--- config.mk ---
export PLATFORM = sky130hd
export DESIGN_NAME = qpsk_frame_capture
export DESIGN_NICKNAME = d
export VERILOG_FILES = /design/src/rtl/qpsk_pkg.sv /design/src/rtl/symbol_packer.sv /design/src/rtl/qpsk_frame_capture.sv
export SDC_FILE = /design/constraint.sdc
export NUM_CORES = 1
export LEC_CHECK = 0
export ABC_AREA = 1
export ABC_CLOCK_PERIOD_IN_PS = 6350
export BUFFER_PORTS_ARGS = -buffer_cell sky130_fd_sc_hd__buf_2
export CAP_MARGIN = 10
export CORE_UTILIZATION = 35
export DETAILED_ROUTE_END_ITERATION = 16
export GPL_TIMING_DRIVEN = 0
export MAX_ROUTING_LAYER = met4
export PLACE_DENSITY_LB_ADDON = 0.05
export SLEW_MARGIN = 15
export SYNTH_ARGS = -nofsm -noshare
export SYNTH_HDL_FRONTEND = slang
export SYNTH_SLANG_ARGS = --single-unit
--- constraint.sdc ---
create_clock -name s00_axis_aclk -period 6.35 [get_ports s00_axis_aclk]
set_clock_uncertainty 0.2 [all_clocks]
set_input_delay 0.9525 -clock s00_axis_aclk [delete_from_list [all_inputs] [get_ports s00_axis_aclk]]
set_output_delay 0.9525 -clock s00_axis_aclk [all_outputs]
set_load 0.05 [all_outputs]
--- src/rtl/qpsk_pkg.sv ---
// Shared types for the QPSK frame capture block: FSM state encoding and
// the quadrant index of a signed I/Q sample.
package qpsk_pkg;

  typedef enum logic [2:0] {
    ST_HUNT     = 3'd0,
    ST_PREAMBLE = 3'd1,
    ST_GUARD    = 3'd2,
    ST_DATA     = 3'd3,
    ST_DONE     = 3'd4
  } state_e;

  typedef logic [1:0] quad_t;

  // Quadrant from the sign bits only; zero counts as non-negative.
  function automatic quad_t quadrant(input logic i_neg, input logic q_neg);
    case ({i_neg, q_neg})
      2'b00:   return 2'd0;
      2'b10:   return 2'd1;
      2'b11:   return 2'd2;
      default: return 2'd3;
    endcase
  endfunction

endpackage

--- src/rtl/symbol_packer.sv ---
// Packs 2-bit symbols LSB-first into BRAM words and generates the write
// strobe and the incrementing, wrapping write address.
module symbol_packer
  import qpsk_pkg::*;
#(
  parameter int ADDR_WIDTH = 16,
  parameter int BRAM_WIDTH = 8
) (
  input  logic                  clk_i,
  input  logic                  rst_ni,
  input  logic                  clear_i,
  input  logic                  sym_valid_i,
  input  quad_t                 sym_i,
  input  logic                  flush_i,
  output logic [ADDR_WIDTH-1:0] bram_addr_o,
  output logic                  bram_wea_o,
  output logic [BRAM_WIDTH-1:0] bram_dina_o,
  output logic                  emit_o,
  output logic                  wrap_o
);

  localparam int SPW = BRAM_WIDTH / 2;
  localparam int CW  = (SPW > 1) ? $clog2(SPW) : 1;

  logic [CW-1:0]         cnt_q;
  logic [BRAM_WIDTH-1:0] buf_q;
  logic [BRAM_WIDTH-1:0] word_d;
  logic [ADDR_WIDTH-1:0] next_addr_q;
  logic [ADDR_WIDTH-1:0] addr_q;
  logic [BRAM_WIDTH-1:0] dina_q;
  logic                  wea_q;
  logic                  emit;

  always_comb begin
    word_d = buf_q;
    word_d[{cnt_q, 1'b0} +: 2] = sym_i;
  end

  // A short final word is emitted by flush with its unused upper symbols still zero.
  assign emit   = sym_valid_i && ((cnt_q == CW'(SPW - 1)) || flush_i);
  assign wrap_o = emit && (next_addr_q == '1);
  assign emit_o = emit;

  always_ff @(posedge clk_i or negedge rst_ni) begin
    if (!rst_ni) begin
      cnt_q       <= '0;
      buf_q       <= '0;
      next_addr_q <= '0;
      addr_q      <= '0;
      dina_q      <= '0;
      wea_q       <= 1'b0;
    end else begin
      wea_q <= 1'b0;
      if (clear_i) begin
        cnt_q       <= '0;
        buf_q       <= '0;
        next_addr_q <= '0;
      end else if (sym_valid_i) begin
        if (emit) begin
          wea_q       <= 1'b1;
          dina_q      <= word_d;
          addr_q      <= next_addr_q;
          next_addr_q <= next_addr_q + ADDR_WIDTH'(1);
          cnt_q       <= '0;
          buf_q       <= '0;
        end else begin
          buf_q <= word_d;
          cnt_q <= cnt_q + CW'(1);
        end
      end
    end
  end

  assign bram_addr_o = addr_q;
  assign bram_wea_o  = wea_q;
  assign bram_dina_o = dina_q;

endmodule

--- src/rtl/qpsk_frame_capture.sv ---
// QPSK frame capture: decimates AXI-stream I/Q samples to symbols, locks on a
// preamble and guard interval, then stores rotation-corrected data symbols.
module qpsk_frame_capture
  import qpsk_pkg::*;
#(
  parameter int TDATA_WIDTH  = 32,
  parameter int ADDR_WIDTH   = 16,
  parameter int BRAM_WIDTH   = 8,
  parameter int PREAMBLE_LEN = 4,
  parameter int GUARD_LEN    = 3
) (
  input  logic                     s00_axis_aclk,
  input  logic                     s00_axis_aresetn,
  input  logic                     s00_axis_tvalid,
  input  logic [TDATA_WIDTH-1:0]   s00_axis_tdata,
  output logic                     s00_axis_tready,
  input  logic                     cfg_enable,
  input  logic [TDATA_WIDTH/2-1:0] cfg_allowed_error,
  input  logic [15:0]              cfg_num_samples,
  input  logic [ADDR_WIDTH+3:0]    cfg_data_len,
  output logic [ADDR_WIDTH-1:0]    bram_addr,
  output logic                     bram_wea,
  output logic [BRAM_WIDTH-1:0]    bram_dina,
  output logic                     frame_done,
  output logic [ADDR_WIDTH:0]      frame_words,
  output logic                     overflow,
  output logic [2:0]               state_dbg
);

  localparam int HW  = TDATA_WIDTH / 2;
  localparam int DLW = ADDR_WIDTH + 4;
  localparam int FWW = ADDR_WIDTH + 1;
  localparam int PCW = $clog2(PREAMBLE_LEN + 1);
  localparam int GCW = $clog2(GUARD_LEN + 1);

  state_e          state_q;
  logic            tready_q;
  logic [15:0]     sps_q;
  logic [15:0]     beat_cnt_q;
  logic [HW-1:0]   tol_q;
  logic [HW-1:0]   ref_i_q;
  logic [HW-1:0]   ref_q_q;
  logic [DLW-1:0]  data_rem_q;
  logic [PCW-1:0]  pre_cnt_q;
  logic [GCW-1:0]  guard_cnt_q;
  logic [FWW-1:0]  words_q;
  logic [FWW-1:0]  frame_words_q;
  logic            frame_done_q;
  logic            overflow_q;

  logic [HW-1:0]   s_i, s_q;
  logic [HW:0]     d_i, d_q, a_i, a_q, g_i, g_q, tol_x;
  logic            match, quiet;
  logic [15:0]     sps_cfg, sps_eff;
  logic            window_idle, take, is_symbol, beat_adv, beat_last;
  quad_t           sym_rel;
  logic            pk_emit, pk_wrap;

  assign s_i = s00_axis_tdata[TDATA_WIDTH-1:HW];
  assign s_q = s00_axis_tdata[HW-1:0];

  // Differences carry one extra bit so full-scale opposite samples cannot wrap into a match.
  assign d_i   = {s_i[HW-1], s_i} - {ref_i_q[HW-1], ref_i_q};
  assign d_q   = {s_q[HW-1], s_q} - {ref_q_q[HW-1], ref_q_q};
  assign a_i   = d_i[HW] ? -d_i : d_i;
  assign a_q   = d_q[HW] ? -d_q : d_q;
  assign g_i   = s_i[HW-1] ? -{1'b1, s_i} : {1'b0, s_i};
  assign g_q   = s_q[HW-1] ? -{1'b1, s_q} : {1'b0, s_q};
  assign tol_x = {1'b0, tol_q};
  assign match = (a_i < tol_x) && (a_q < tol_x);
  assign quiet = (g_i < tol_x) && (g_q < tol_x);

  // Windows only start while a frame is armed or running; trailing beats of a window always finish.
  assign sps_cfg     = (cfg_num_samples == 16'd0) ? 16'd1 : cfg_num_samples;
  assign window_idle = (beat_cnt_q == 16'd0);
  assign sps_eff     = (state_q == ST_HUNT && window_idle) ? sps_cfg : sps_q;
  assign take        = (state_q == ST_PREAMBLE) || (state_q == ST_GUARD) ||
                       (state_q == ST_DATA) || (state_q == ST_HUNT && cfg_enable);
  assign is_symbol   = s00_axis_tvalid && window_idle && take;
  assign beat_adv    = s00_axis_tvalid && (!window_idle || take);
  assign beat_last   = (beat_cnt_q == sps_eff - 16'd1);

  assign sym_rel = quadrant(s_i[HW-1], s_q[HW-1]) - quadrant(ref_i_q[HW-1], ref_q_q[HW-1]);

  always_ff @(posedge s00_axis_aclk or negedge s00_axis_aresetn) begin
    if (!s00_axis_aresetn) begin
      state_q       <= ST_HUNT;
      tready_q      <= 1'b0;
      sps_q         <= 16'd1;
      beat_cnt_q    <= '0;
      tol_q         <= '0;
      ref_i_q       <= '0;
      ref_q_q       <= '0;
      data_rem_q    <= '0;
      pre_cnt_q     <= '0;
      guard_cnt_q   <= '0;
      words_q       <= '0;
      frame_words_q <= '0;
      frame_done_q  <= 1'b0;
      overflow_q    <= 1'b0;
    end else begin
      tready_q     <= 1'b1;
      frame_done_q <= 1'b0;
      if (beat_adv) beat_cnt_q <= beat_last ? 16'd0 : beat_cnt_q + 16'd1;
      if (pk_wrap) overflow_q <= 1'b1;
      if (pk_emit) words_q <= words_q + FWW'(1);
      case (state_q)
        ST_HUNT: begin
          if (is_symbol) begin
            ref_i_q    <= s_i;
            ref_q_q    <= s_q;
            sps_q      <= sps_cfg;
            tol_q      <= cfg_allowed_error;
            data_rem_q <= cfg_data_len;
            pre_cnt_q  <= PCW'(PREAMBLE_LEN - 1);
            overflow_q <= 1'b0;
            words_q    <= '0;
            state_q    <= ST_PREAMBLE;
          end
        end
        ST_PREAMBLE: begin
          if (is_symbol) begin
            if (!match) begin
              state_q <= ST_HUNT;
            end else if (pre_cnt_q == PCW'(1)) begin
              guard_cnt_q <= GCW'(GUARD_LEN);
              state_q     <= ST_GUARD;
            end else begin
              pre_cnt_q <= pre_cnt_q - PCW'(1);
            end
          end
        end
        ST_GUARD: begin
          if (is_symbol) begin
            if (!quiet) begin
              state_q <= ST_HUNT;
            end else if (guard_cnt_q == GCW'(1)) begin
              if (data_rem_q == '0) begin
                frame_done_q  <= 1'b1;
                frame_words_q <= words_q;
                state_q       <= ST_DONE;
              end else begin
                state_q <= ST_DATA;
              end
            end else begin
              guard_cnt_q <= guard_cnt_q - GCW'(1);
            end
          end
        end
        ST_DATA: begin
          if (is_symbol) begin
            data_rem_q <= data_rem_q - DLW'(1);
            if (data_rem_q == DLW'(1)) begin
              frame_done_q  <= 1'b1;
              frame_words_q <= words_q + FWW'(1);
              state_q       <= ST_DONE;
            end
          end
        end
        default: state_q <= ST_HUNT;
      endcase
    end
  end

  symbol_packer #(
    .ADDR_WIDTH(ADDR_WIDTH),
    .BRAM_WIDTH(BRAM_WIDTH)
  ) u_packer (
    .clk_i      (s00_axis_aclk),
    .rst_ni     (s00_axis_aresetn),
    .clear_i    (state_q == ST_HUNT && is_symbol),
    .sym_valid_i(state_q == ST_DATA && is_symbol),
    .sym_i      (sym_rel),
    .flush_i    (data_rem_q == DLW'(1)),
    .bram_addr_o(bram_addr),
    .bram_wea_o (bram_wea),
    .bram_dina_o(bram_dina),
    .emit_o     (pk_emit),
    .wrap_o     (pk_wrap)
  );

  assign s00_axis_tready = tready_q;
  assign frame_done      = frame_done_q;
  assign frame_words     = frame_words_q;
  assign overflow        = overflow_q;
  assign state_dbg       = state_q;

endmodule
### Word-level counts from Yosys, hierarchy flattened

Cells that the tools add are included.

| operators by class | value |
|---|---|
| add/sub/neg operators | 16 |
| magnitude comparators | 4 |
| equal/unequal tests | 27 |
| shifts and indexed selects | 2 |
| multiplexer cells | 68 |
| bitwise operators | 1 |
| reductions and logical operators | 37 |

Operator list:

| kind | number |
|---|---|
| 2-to-1 mux 17 bit | 13 |
| 2-to-1 mux 16 bit | 6 |
| less-than comparator 17 x 16 -> 1 bit | 4 |
| negation 17 bit | 4 |
| 2-to-1 mux 3 bit | 14 |
| 2-to-1 mux 20 bit | 2 |
| one-hot mux 20 bit (2 select lines) | 1 |
| one-hot mux 17 bit (2 select lines) | 1 |
| subtractor 16 x 16 -> 17 bit | 2 |
| adder 16 x 1 -> 16 bit (second input constant) | 2 |
| logical NOT 16 bit | 2 |
| 2-to-1 mux 8 bit | 3 |
| AND reduction 7 bit | 3 |
| == test 20 x 1 -> 1 bit (second input constant) | 1 |
| logical NOT 20 bit | 1 |
| subtractor 20 x 1 -> 20 bit (second input constant) | 1 |
| 2-to-1 mux 2 bit | 9 |
| adder 17 x 1 -> 17 bit (second input constant) | 1 |
| == test 16 bit | 1 |
| == test 16 bit (second input constant) | 1 |
| != test 2 bit (second input constant) | 8 |
| subtractor 16 x 1 -> 16 bit (second input constant) | 1 |
| 2-to-1 mux 1 bit | 12 |
| one-hot mux 2 bit (3 select lines) | 2 |
| 28 further kinds | 60 |

| storage, ports and cells | value |
|---|---|
| flip-flop bits (word level) | 196 |
| input bits | 88 |
| output and inout port bits | 48 |
| logic and storage cells | 175 |

### Logic depth before layout (Yosys ltp)

| logic depth | value |
|---|---|
| depth after elaboration | 11 |
| depth in mapped cells | 34 |
| gate-level depth less buffers | 34 |

### Cells and area by module

A second synthesis with hierarchy kept.

| second synthesis, totals | value |
|---|---|
| cell total of the unflattened synthesis | 2199 |
| area, all modules | 15305.9 µm² |

By module, submodules not included:

| module | instances | cells each | area an instance (µm²) | seq. area each (µm²) |
|---|---|---|---|---|
| qpsk_frame_capture | 1 | 1881 | 12803.5 | 3629.7 |
| symbol_packer | 1 | 318 | 2502.4 | 1276.2 |

### Worst setup path before layout

Ideal clock, no wire load.

| timing path | value |
|---|---|
| kind | in2reg |
| from | in s00_axis_tdata[0] |
| to | reg pre_cnt_q[1] |
| setup time | 0.120 ns |
| data arrival time | 4.453 ns |
| required time | 6.030 ns |
| path slack | 1.578 ns |
| stages on the path | 32 |
| buffers on the path | 0 |
| cells stage by stage | inv_1 ha_1 fa_1 nand3b_1 nand2_1 nand2_1 nand2_1 nand3_1 nand2_1 nand2_1 a22oi_4 clkinv_1 nand2_1 xor2_1 inv_1 ha_1 a21oi_1 o21ai_0 nand2_1 nand2_1 nand2_1 nand2_1 nand2_1 nand2_1 nand2_1 nand2_1 nor2_1 nand3_1 nand2_1 nand2_1 o21ai_0 inv_1 |

| on the way | value |
|---|---|
| cells in the longest elaborated chain, start to end | 7 |

Ends and longest elaborated chain:

| element | line | source |
|---|---|---|
| start: declaration | qpsk_frame_capture.sv:15 | `input logic [TDATA_WIDTH-1:0] s00_axis_tdata,` |
| subtractor 16 x 16 -> 17 bit * | qpsk_frame_capture.sv:64 | `assign d_q = {s_q[HW-1], s_q} - {ref_q_q[HW-1], ref_q_q};` |
| negation 17 bit | qpsk_frame_capture.sv:66 | `assign a_q = d_q[HW] ? -d_q : d_q;` |
| 2-to-1 mux 17 bit * | qpsk_frame_capture.sv:66 |  |
| less-than comparator 17 x 16 -> 1 bit * | qpsk_frame_capture.sv:70 | `assign match = (a_i < tol_x) && (a_q < tol_x);` |
| logical AND 1 bit * | qpsk_frame_capture.sv:70 |  |
| != test 2 bit (no line) * | - |  |
| AND reduction 5 bit (no line) * | - |  |
| end signal: assignment | qpsk_frame_capture.sv:115 | `pre_cnt_q <= PCW'(PREAMBLE_LEN - 1);` |
| end signal: assignment | qpsk_frame_capture.sv:129 | `pre_cnt_q <= pre_cnt_q - PCW'(1);` |
| end: declaration | qpsk_frame_capture.sv:44 | `logic [PCW-1:0] pre_cnt_q;` |

Mark *: on every way between the ends. The rest lies on a longest branch, timed or not.
A chain may end at the register's enable or synchronous reset.

### Worst setup path in the final report

| timing path | value |
|---|---|
| from | in s00_axis_tdata[16] |
| to | reg pre_cnt_q[1] |

| on the way | value |
|---|---|
| cells in the longest elaborated chain, start to end | 7 |

Ends and longest elaborated chain:

| element | line | source |
|---|---|---|
| subtractor 16 x 16 -> 17 bit * | qpsk_frame_capture.sv:63 | `assign d_i = {s_i[HW-1], s_i} - {ref_i_q[HW-1], ref_i_q};` |
| negation 17 bit | qpsk_frame_capture.sv:65 | `assign a_i = d_i[HW] ? -d_i : d_i;` |
| 2-to-1 mux 17 bit * | qpsk_frame_capture.sv:65 |  |
| less-than comparator 17 x 16 -> 1 bit * | qpsk_frame_capture.sv:70 |  |
| logical AND 1 bit * | qpsk_frame_capture.sv:70 |  |
| != test 2 bit (no line) * | - |  |
| AND reduction 5 bit (no line) * | - |  |

Marks and branches as above.

==> impl_metrics.json <==
{
  "final_util_pct": 40.2,
  "critical_path_class": "input pin to flip-flop",
  "crit_path_start_kind": "input pin",
  "critPathLaunch": "s00_axis_tdata[16]",
  "wirelength_um": 43900,
  "dp_hpwl_um": 34700,
  "tightest_slew_ps": 761,
  "fin_cells": 2821,
  "r2r_end": "pre_cnt_q[1]",
  "placed_area_mm2": 0.0163,
  "pwr-share-seq_pct": 45.0,
  "dieArea_mm2": 0.0434,
  "cts_max_path_buffers": 2,
  "num-fill-cells": 4440,
  "die_w_um": 208,
  "grt_max_degree": 73,
  "finalHoldViolations": 0,
  "grt_pass1_wl_um": 70200,
  "via_count": 13598,
  "irDropWorstVdd_mv": 0.136,
  "syn_to_final_growth_pct": 13.3,
  "cts_sinks": 196,
  "reg2reg_depth": 29,
  "synth_nets": 2319,
  "vias_per_cell": 4.82,
  "routabilityCongestion": 0.863,
  "run_status": "completed",
  "cts_repair_resize_count": 0,
  "finalCriticalPeriod_ps": 5410,
  "grt_use_total_pct": 21.3,
  "power.density_mw_per_mm2": 175,
  "drv_cap": 0,
  "rsz0062_at_grt": "no",
  "p_sw_mw": 0.954,
  "tns_ps": 0,
  "cts-hold-fix-buffers": 0,
  "p_leak_nw": 9.34,
  "clkTransAtPathRegs_ps": 70,
  "post-cts-setup-buffer-count": 0,
  "r2r-start": "ref_i_q[0]",
  "internal_power_mw": 2.00,
  "grt.overflow.total": 0,
  "synth_flop_cell": "dfrtp_1",
  "antenna_found_initial": 0,
  "avgSynthCellArea_um2": 7.05,
  "cts_buffers": 17,
  "clkLatencyLatePin_ps": 490,
  "synth_edf_count": 0,
  "core_mm2": 0.0419,
  "setup_viol": 0,
  "wl_per_cell_um": 15.6,
  "drc": 0,
  "max_freq_mhz": 185,
  "grt_pass1_vias": 13138,
  "worstPathMaxFanout": 9,
  "placed_cells": 2789,
  "finalMaxSlewViolations": 0,
  "slowest_stage": "fa_1",
  "period_share_pct": 85.2,
  "ys_ff_latch": 196,
  "io_pins": 136,
  "synth_area_mm2": 0.0149,
  "reg2reg_slack_ps": 1280,
  "htreeDepth": 4,
  "ys_warn_count": 0,
  "clockPowerShare_pct": 36.9,
  "drtAntennaViolNets": 0,
  "ys_seq_area_share_pct": 33.0,
  "endpoint": "pre_cnt_q[1]",
  "cpPeakStageDelay_ps": 410,
  "pwr-share-comb_pct": 18.1,
  "first_iter_violations": 696,
  "tritoncts": "built",
  "layout.nets": 2475,
  "arrival_ps": 5580,
  "start_util_pct": 35.5,
  "final_cell_area_mm2": 0.0169,
  "synth_cells": 2113,
  "port_buffers": 135,
  "cpMostUsedCell": "nand2_1",
  "crit_path_end_kind": "flip-flop",
  "synth_cell_types": 56,
  "hold_path_class": "input pin to async pin",
  "placementRows": 75,
  "ys_async_sr_fraction_pct": 100,
  "cp.required_ps": 6530,
  "relSlewSlack_pct": 48.9,
  "diodes": 0,
  "die_h_um": 208,
  "first_pass_iters": 8,
  "drive_above_1_share_pct": 9.73,
  "switching_share_pct": 32.3,
  "cts-root-buf": "clkbuf_16"
}
metal layers:
layer	share of wire, %	global-route usage, %
met5	0	-
met1	49	28.1
met2	46	33.6
met3	3.2	3.35
met4	1.8	6.46
worst max-delay path, delay by kind of cell:
kind / cells / cell delay, ps
AND/OR/NAND/NOR: 16 / 1820
AO/OA/AOI/OAI: 6 / 1060
adder cells (fa/ha/maj): 3 / 940
buffers and inverters: 5 / 620
XOR/XNOR: 1 / 190
power by group through the flow:
stage          Clock (mW)  Sequential [mW]  Combinational (mW)
6_report             1.09             1.33               0.534
2_1_floorplan           0             1.35               0.356
3_5_place_dp            0             1.35               0.538
4_1_cts              1.14             1.33               0.541
3_3_place_gp            0             1.35               0.529
5_1_grt              1.18             1.33               0.610
registers in the layout, summed over array words and instances (netlist names):
| signal | flops |
|---|---|
| data_rem_q | 20 |
| frame_words | 17 |
| words_q | 17 |
| beat_cnt_q | 16 |
| ref_i_q | 16 |
| ref_q_q | 16 |
| sps_q | 16 |
| tol_q | 16 |
| u_packer.bram_addr_o | 16 |
| u_packer.next_addr_q | 16 |
| u_packer.bram_dina_o | 8 |
| u_packer.buf_q | 8 |
| pre_cnt_q | 3 |
| state_dbg | 3 |
| guard_cnt_q | 2 |
| u_packer.cnt_q | 2 |
| frame_done | 1 |
| overflow | 1 |
| s00_axis_tready | 1 |
| u_packer.bram_wea_o | 1 |
cell families after synthesis:
logic type / Yosys count / share of synthesized area [%]
buffers and inverters: 365 / 9.46
flip-flops: 196 / 33.0
multiplexers: 2 / 0.134
AO/OA/AOI/OAI: 339 / 12.6
adder cells (fa/ha/maj): 118 / 10.0
XOR/XNOR: 108 / 6.35
AND/OR/NAND/NOR: 984 / 28.5
other: 1 / 0.0252
cells in the mapped netlist, drive strengths merged (4+ instances only):
cell type  number  share of area [%]
nand2         576                 15
inv           319                8.0
nor2          220                6.4
dfrtp         195                 33
o21ai         184                6.2
ha            116                9.7
nand3          89                3.3
a21oi          87                2.9
xor2           85                5.0
nor3           42                1.4
clkbuf         37               0.93
nand4          26                1.1
o22ai          23               0.97
xnor2          23                1.4
nand3b         17               0.86
a211oi          9               0.45
buf             7               0.44
nor4            7               0.29
o211ai          5               0.25
o21a            5               0.25
a22oi           4               0.33
layout by cell type (no fill, tap or decap), drive strengths merged, types with 3 or more instances in the layout:
master / Yosys / final
nor3: 42 / 42
clkbuf: 37 / 57
a211oi: 9 / 9
ha: 116 / 116
xor2: 85 / 85
nand2: 576 / 576
dfrtp: 195 / 195
nand3b: 17 / 17
a31oi: 3 / 3
o21a: 5 / 5
o31ai: 3 / 3
or2: 3 / 3
o22ai: 23 / 23
o21ai: 184 / 184
a21o: 3 / 3
nor4: 7 / 7
o211ai: 5 / 5
a22oi: 4 / 4
a21oi: 87 / 87
inv: 319 / 325
clkinv: 2 / 7
nor2: 220 / 220
xnor2: 23 / 23
nand3: 89 / 89
buf: 7 / 144
nand4: 26 / 26
stage by stage:
step / setup slack (ps) / hold WS, ps / power (mW)
6_report: 941 / 167 / 2.95
3_3_place_gp: 306 / 264 / 1.88
2_1_floorplan: 1580 / 242 / 1.70
5_1_grt: 405 / 194 / 3.12
3_5_place_dp: 314 / 261 / 1.89
4_1_cts: 834 / 159 / 3.00
how the worst min path moves through the flow:
stage,start,endpoint,slack (ps),cells after the start
2_1_floorplan,sps_q[10],sps_q[10],240,2
3_3_place_gp,u_packer.bram_addr_o[6],u_packer.bram_addr_o[6],260,2
3_5_place_dp,u_packer.bram_addr_o[4],u_packer.bram_addr_o[4],260,2
4_1_cts,s00_axis_aresetn,ref_q_q[12],160,1
5_1_grt,s00_axis_aresetn,ref_q_q[12],190,1
6_report,s00_axis_aresetn,ref_q_q[12],170,1
final cells by class:
type,count,area [um^2],share of cell area [%]
sequential,196,4910,29.1
timing repair buffer,137,741,4.39
clock inverter,12,115,0.683
multi-input combinational,1552,8570,50.8
tap,539,674,4.00
inverter,321,1200,7.14
buffer,44,204,1.21
clock buffer,20,447,2.65
Note: power is estimated with default switching activity, not from simulation.
